==> config.mk <==
export PLATFORM = sky130hd
export DESIGN_NAME = rca_test_scheduler_flat
export DESIGN_NICKNAME = d
export VERILOG_FILES = /design/src/rtl/rca_test_scheduler_if.sv /design/src/rtl/rca_test_scheduler.sv /design/src/flat_wrapper.sv
export SDC_FILE = /design/constraint.sdc
export NUM_CORES = 1
export LEC_CHECK = 0
export CORE_UTILIZATION = 54
export CTS_BUF_LIST = sky130_fd_sc_hd__clkbuf_16
export CTS_CLUSTER_DIAMETER = 200
export DETAILED_ROUTE_END_ITERATION = 10
export PLACE_DENSITY = 0.85
export SLEW_MARGIN = 15
export SYNTH_ARGS = -nofsm -noshare
export SYNTH_HDL_FRONTEND = slang
export SYNTH_SLANG_ARGS = --single-unit
==> constraint.sdc <==
create_clock -name clk -period 3.6 [get_ports clk]
set_input_delay 0.54 -clock clk [delete_from_list [all_inputs] [get_ports clk]]
set_output_delay 0.54 -clock clk [all_outputs]
set_load 0.01 [all_outputs]
==> src/rtl/rca_test_scheduler_if.sv <==
// Control/status bundle between the adder self-test scheduler and its environment.
interface rca_test_scheduler_if;
  logic       start;
  logic       abort;
  logic [3:0] sf;
  logic [3:0] cf;
  logic       test_en;
  logic [2:0] pat_idx;
  logic       busy;
  logic       done;
  logic       cfg_load;
  logic [7:0] fault_map;
  logic       map_valid;
  logic [2:0] fault_slices;
  logic       repairable;

  modport master (
    output start, abort, sf, cf,
    input  test_en, pat_idx, busy, done, cfg_load, fault_map, map_valid,
           fault_slices, repairable
  );

  modport slave (
    input  start, abort, sf, cf,
    output test_en, pat_idx, busy, done, cfg_load, fault_map, map_valid,
           fault_slices, repairable
  );
endinterface

==> src/rtl/rca_test_scheduler.sv <==
// Self-test sequencer for the fault-tolerant ripple-carry adder: sweeps the
// pattern LUT, accumulates a sticky per-slice fault map and strobes it out.
module rca_test_scheduler #(
  parameter int NUM_PAT         = 8,
  parameter int SETTLE          = 2,
  parameter int RETEST_INTERVAL = 0
) (
  input logic                 clk,
  input logic                 clr,
  rca_test_scheduler_if.slave bus
);
  // state    | meaning
  // S_IDLE   | waiting for start or retest timer expiry
  // S_APPLY  | present pattern pat_idx to the adder
  // S_SETTLE | let adder and checkers settle (SETTLE cycles)
  // S_SAMPLE | fold sf/cf into the working map
  // S_COMMIT | merge working map into fault_map, pulse done/cfg_load
  typedef enum logic [2:0] {S_IDLE, S_APPLY, S_SETTLE, S_SAMPLE, S_COMMIT} state_t;

  localparam logic [2:0]  LAST_IDX  = 3'(NUM_PAT - 1);
  localparam logic [7:0]  SETTLE_LD = 8'(SETTLE);
  localparam logic [15:0] RETEST_LD = 16'(RETEST_INTERVAL);

  state_t      state, state_nx;
  logic [7:0]  settle_cnt;
  logic [15:0] retest_cnt;
  logic [2:0]  idx;
  logic [7:0]  work_map;
  logic [7:0]  map_q;
  logic        valid_q;
  logic [7:0]  sample_map;
  logic [2:0]  slice_cnt;
  logic        last_pat;
  logic        retest_fire;

  assign last_pat    = (idx == LAST_IDX);
  // Timer value 1 in IDLE marks the last idle cycle before the auto sweep.
  assign retest_fire = (RETEST_LD != 16'd0) && valid_q && (retest_cnt == 16'd1);

  always_comb begin
    sample_map = 8'd0;
    slice_cnt  = 3'd0;
    for (int i = 0; i < 4; i++) begin
      sample_map[2*i]   = bus.cf[i];
      sample_map[2*i+1] = bus.sf[i];
      slice_cnt = slice_cnt + {2'b00, (map_q[2*i] | map_q[2*i+1])};
    end
  end

  always_ff @(posedge clk or negedge clr) begin
    if (!clr) state <= S_IDLE;
    else      state <= state_nx;
  end

  always_comb begin
    state_nx = state;
    case (state)
      S_IDLE:   if (!bus.abort && (bus.start || retest_fire)) state_nx = S_APPLY;
      S_APPLY:  state_nx = S_SETTLE;
      S_SETTLE: if (settle_cnt == 8'd1) state_nx = S_SAMPLE;
      S_SAMPLE: state_nx = last_pat ? S_COMMIT : S_APPLY;
      S_COMMIT: state_nx = S_IDLE;
      default:  state_nx = S_IDLE;
    endcase
    if (bus.abort && (state != S_IDLE)) state_nx = S_IDLE;
  end

  always_ff @(posedge clk or negedge clr) begin
    if (!clr) begin
      settle_cnt <= 8'd0;
      retest_cnt <= 16'd0;
      idx        <= 3'd0;
      work_map   <= 8'd0;
      map_q      <= 8'd0;
      valid_q    <= 1'b0;
    end else begin
      case (state)
        S_IDLE: begin
          if (retest_cnt != 16'd0) retest_cnt <= retest_cnt - 16'd1;
          if (state_nx == S_APPLY) begin
            work_map <= 8'd0;
            idx      <= 3'd0;
          end
        end
        S_APPLY:  settle_cnt <= SETTLE_LD;
        S_SETTLE: settle_cnt <= settle_cnt - 8'd1;
        S_SAMPLE: begin
          work_map <= work_map | sample_map;
          if (!last_pat) idx <= idx + 3'd1;
        end
        S_COMMIT: begin
          map_q      <= map_q | work_map;
          valid_q    <= 1'b1;
          retest_cnt <= RETEST_LD;
        end
        default: ;
      endcase
      if ((state != S_IDLE) && (state_nx == S_IDLE)) idx <= 3'd0;
    end
  end

  assign bus.test_en      = (state != S_IDLE);
  assign bus.busy         = (state != S_IDLE);
  assign bus.done         = (state == S_COMMIT);
  assign bus.cfg_load     = (state == S_COMMIT);
  assign bus.pat_idx      = idx;
  // Downstream latches on cfg_load, so COMMIT shows the merged map early.
  assign bus.fault_map    = (state == S_COMMIT) ? (map_q | work_map) : map_q;
  assign bus.map_valid    = valid_q;
  assign bus.fault_slices = slice_cnt;
  assign bus.repairable   = (slice_cnt <= 3'd1);
endmodule

==> src/flat_wrapper.sv <==
// flat-port wrapper written by rule: the top's interface ports become plain ports
module rca_test_scheduler_flat 
#(
  parameter int NUM_PAT         = 8,
  parameter int SETTLE          = 2,
  parameter int RETEST_INTERVAL = 0
)
  (clk, clr, bus_start, bus_abort, bus_sf, bus_cf, bus_test_en, bus_pat_idx, bus_busy, bus_done, bus_cfg_load, bus_fault_map, bus_map_valid, bus_fault_slices, bus_repairable);
  rca_test_scheduler_if bus_i ();
  input logic clk;
  input logic clr;
  input wire logic [$bits(bus_i.start)-1:0] bus_start;
  input wire logic [$bits(bus_i.abort)-1:0] bus_abort;
  input wire logic [$bits(bus_i.sf)-1:0] bus_sf;
  input wire logic [$bits(bus_i.cf)-1:0] bus_cf;
  output wire logic [$bits(bus_i.test_en)-1:0] bus_test_en;
  output wire logic [$bits(bus_i.pat_idx)-1:0] bus_pat_idx;
  output wire logic [$bits(bus_i.busy)-1:0] bus_busy;
  output wire logic [$bits(bus_i.done)-1:0] bus_done;
  output wire logic [$bits(bus_i.cfg_load)-1:0] bus_cfg_load;
  output wire logic [$bits(bus_i.fault_map)-1:0] bus_fault_map;
  output wire logic [$bits(bus_i.map_valid)-1:0] bus_map_valid;
  output wire logic [$bits(bus_i.fault_slices)-1:0] bus_fault_slices;
  output wire logic [$bits(bus_i.repairable)-1:0] bus_repairable;
  assign bus_i.start = bus_start;
  assign bus_i.abort = bus_abort;
  assign bus_i.sf = bus_sf;
  assign bus_i.cf = bus_cf;
  assign bus_test_en = bus_i.test_en;
  assign bus_pat_idx = bus_i.pat_idx;
  assign bus_busy = bus_i.busy;
  assign bus_done = bus_i.done;
  assign bus_cfg_load = bus_i.cfg_load;
  assign bus_fault_map = bus_i.fault_map;
  assign bus_map_valid = bus_i.map_valid;
  assign bus_fault_slices = bus_i.fault_slices;
  assign bus_repairable = bus_i.repairable;
  rca_test_scheduler #(.NUM_PAT(NUM_PAT), .SETTLE(SETTLE), .RETEST_INTERVAL(RETEST_INTERVAL)) u_core (.clk(clk), .clr(clr), .bus(bus_i));
endmodule
==> metrics.csv <==
metric,value,unit
hold_viol,0,
die_area,0.003185,mm²
rr_startpoint,u_core.state[1],
ant_nets,0,
leakagePower,1.037,nW
fin_crit_sh,94.19,%
hp-class,flop to flop,
crit_required,3.06,ns
synth_cells,161,
p_per_area,581.4,mW/mm²
ys.warnings.count,0,
setup_viol,0,
final_cell_mix,"clkdlybuf4s50_1, dfrtp_1, nor2_1",
hold-path-cell-count,1,
grt_first_pass_wirelength,6044,µm
holdPathEnd,u_core.map_q[0],
ys_seq_area_share,48.48,%
cp.arrival,2.85,ns
r2r_slack,1.76,ns
r2r_cells,4,
route.detailed.drc,0,
post-cts-setup-buffers,0,
postSynthAreaPerCell,9.940,µm²
hp-start,u_core.map_q[0],
antenna_found_initial,0,
cts_resized,0,
track_usage,25.02,%
ys_seq_elements,31,
syn_area,0.001600,mm²
r2r_end,u_core.work_map[4],
critPathLaunchType,flop,
drive_gt1_share,8.290,%
max-clock-path-buffers,2,
finClkSkew,0.003885,ns
crit_fanout,3,
rows,19,
core-area,0.002781,mm²
cts_root_buf,clkbuf_16,
fin_area,0.002042,mm²
wl,3558,µm
critPathCaptureType,primary output,
placed_area,0.001904,mm²
diodes,0,
tightest_slew,0.6275,ns
gr-total-overflow,0,
wire_per_inst,15.88,µm
cts.clk_slew.worst_paths,0.05,ns
dieWidth,56.44,µm
slew_headroom,58.01,%
initial_core_util,57.53,%
drt_iter0_markers,48,
status,"finished, final reports clean",
max_cap_violations,0,
cts_hold_buf,0,
cts.sinks,31,
slew_viol_final,0,
pin_count,32,
min_period,3.391,ns
ys_types,37,
cts_tree,built,
critPathKind,flop to primary output,
dr.pass1.iters,4,
clk_latency,0.27,ns
chipHeight,56.44,µm
fmax,0.2949,GHz
port_buffers,31,
ir_drop,0.0004471,V
fin_nets,213,
rsz0062_at_grt,false,
dp_hpwl,2501,µm
grt_pass1_vias,1362,
place_congestion,0.7488,
synthesis.nets,182,
vias,1297,
cts_buffers,5,
cts_max_level,2,
viasPerCell,5.790,
syn_to_final_growth,27.60,%
grt_max_degree,32,
setup_tns,0,ns
[per-stage QoR]
step                utilization [%]  setup slack (ns)  instances  hold WS [ns]  power (W)
finish                        73.41            0.2090        224        0.4710   0.001187
global placement              68.47            0.5865        216        0.4529  0.0007788
global route                  73.41           0.04842        224        0.5093   0.001257
CTS                           73.41            0.2067        224        0.4734   0.001191
floorplan                         -            0.9778        161        0.2444  0.0007157
detailed placement            68.47            0.5041        216        0.4622  0.0008038
[cell families (layout without fill, tap and decap cells)]
group | after synthesis | after routing | share of synthesized area, %
AOI/OAI and AO/OA | 43 | 43 | 16.97
xor gates and xnor gates | 1 | 1 | 0.5474
adders and majority gates | 9 | 9 | 7.506
buffers and inverters | 21 | 53 | 6.567
DFF | 31 | 31 | 48.48
muxes | 3 | 3 | 1.955
and+or+nand+nor | 53 | 53 | 17.98
[registers in the layout, indices dropped and copies added (netlist names)]
| signal | cells |
|---|---|
| u_core.state | 3 |
| u_core.map_q | 8 |
| u_core.bus.pat_idx | 3 |
| u_core.bus.map_valid | 1 |
| u_core.work_map | 8 |
| u_core.settle_cnt | 8 |
[cell usage after synthesis]
cell | instances | area share, %
nand2_1 | 3 | 0.70
a31oi_1 | 1 | 0.39
a221oi_1 | 1 | 0.55
a32oi_1 | 3 | 1.6
mux2i_1 | 2 | 1.3
o22ai_1 | 3 | 1.2
mux2_2 | 1 | 0.70
fa_1 | 1 | 1.3
nand4_1 | 2 | 0.78
o31ai_1 | 2 | 0.94
nand3_1 | 3 | 0.94
a21oi_1 | 14 | 4.4
o211ai_1 | 1 | 0.47
and2_1 | 3 | 1.2
clkbuf_1 | 3 | 0.70
or4b_1 | 1 | 0.63
buf_2 | 1 | 0.31
ha_1 | 8 | 6.3
a22o_1 | 1 | 0.55
or2_2 | 3 | 1.2
nor2b_1 | 3 | 1.2
o21ai_0 | 8 | 2.5
nand3b_1 | 3 | 1.4
and2_2 | 1 | 0.47
clkbuf_8 | 1 | 0.86
inv_1 | 12 | 2.8
nor3b_1 | 1 | 0.47
nand2_2 | 1 | 0.39
nor2_1 | 20 | 4.7
nand2b_1 | 2 | 0.78
xnor2_1 | 1 | 0.55
nor4_4 | 1 | 1.3
a21o_1 | 8 | 3.8
o31a_2 | 1 | 0.63
nor3_1 | 6 | 1.9
dfrtp_1 | 31 | 48
buf_4 | 4 | 1.9
[cell type report]
cell class,count,area [µm²]
Tap cell,31,38.79
Multi-Input combinational cell,109,719.4
Fill cell,215,739.5
Clock buffer,5,125.1
Timing Repair Buffer,33,325.3
Inverter,12,45.04
Clock inverter,3,12.51
Sequential cell,31,775.7
[how the worst max path moves through the flow]
stage                          startpoint              to  slack (ns)
after floorplan           u_core.map_q[2]  bus_repairable        0.98
after global placement    u_core.map_q[1]  bus_repairable        0.59
after detailed placement  u_core.map_q[1]  bus_repairable        0.50
after CTS                 u_core.map_q[2]  bus_repairable        0.21
after global routing      u_core.map_q[1]  bus_repairable        0.05
final                     u_core.map_q[2]  bus_repairable        0.21
[per-layer routing]
metal | vias to the layer above | routed length, µm | global-route usage, %
li1 | 621 | - | -
met1 | 628 | 1460 | 29.36
met2 | 44 | 1898 | 42.86
met3 | 4 | 178 | 7.604
met4 | 0 | 21 | 9.408
met5 | - | 0 | 0
[where the power goes]
part,internal (W),switching [W],total (W)
registers,0.000405,0.0000741,0.000479
logic,0.000147,0.000181,0.000327
clock network,0.000248,0.000132,0.000380
total,0.000800,0.000387,0.00119
[critical path: stages, from the launching register on]
cell,delay (ns)
dfrtp_1,0.38
or2_2,0.30
ha_1,0.28
inv_1,0.05
fa_1,0.44
inv_1,0.09
ha_1,0.25
o31ai_1,0.22
clkdlybuf4s50_1,0.57
No activity file was read; power rests on OpenSTA's default activity.
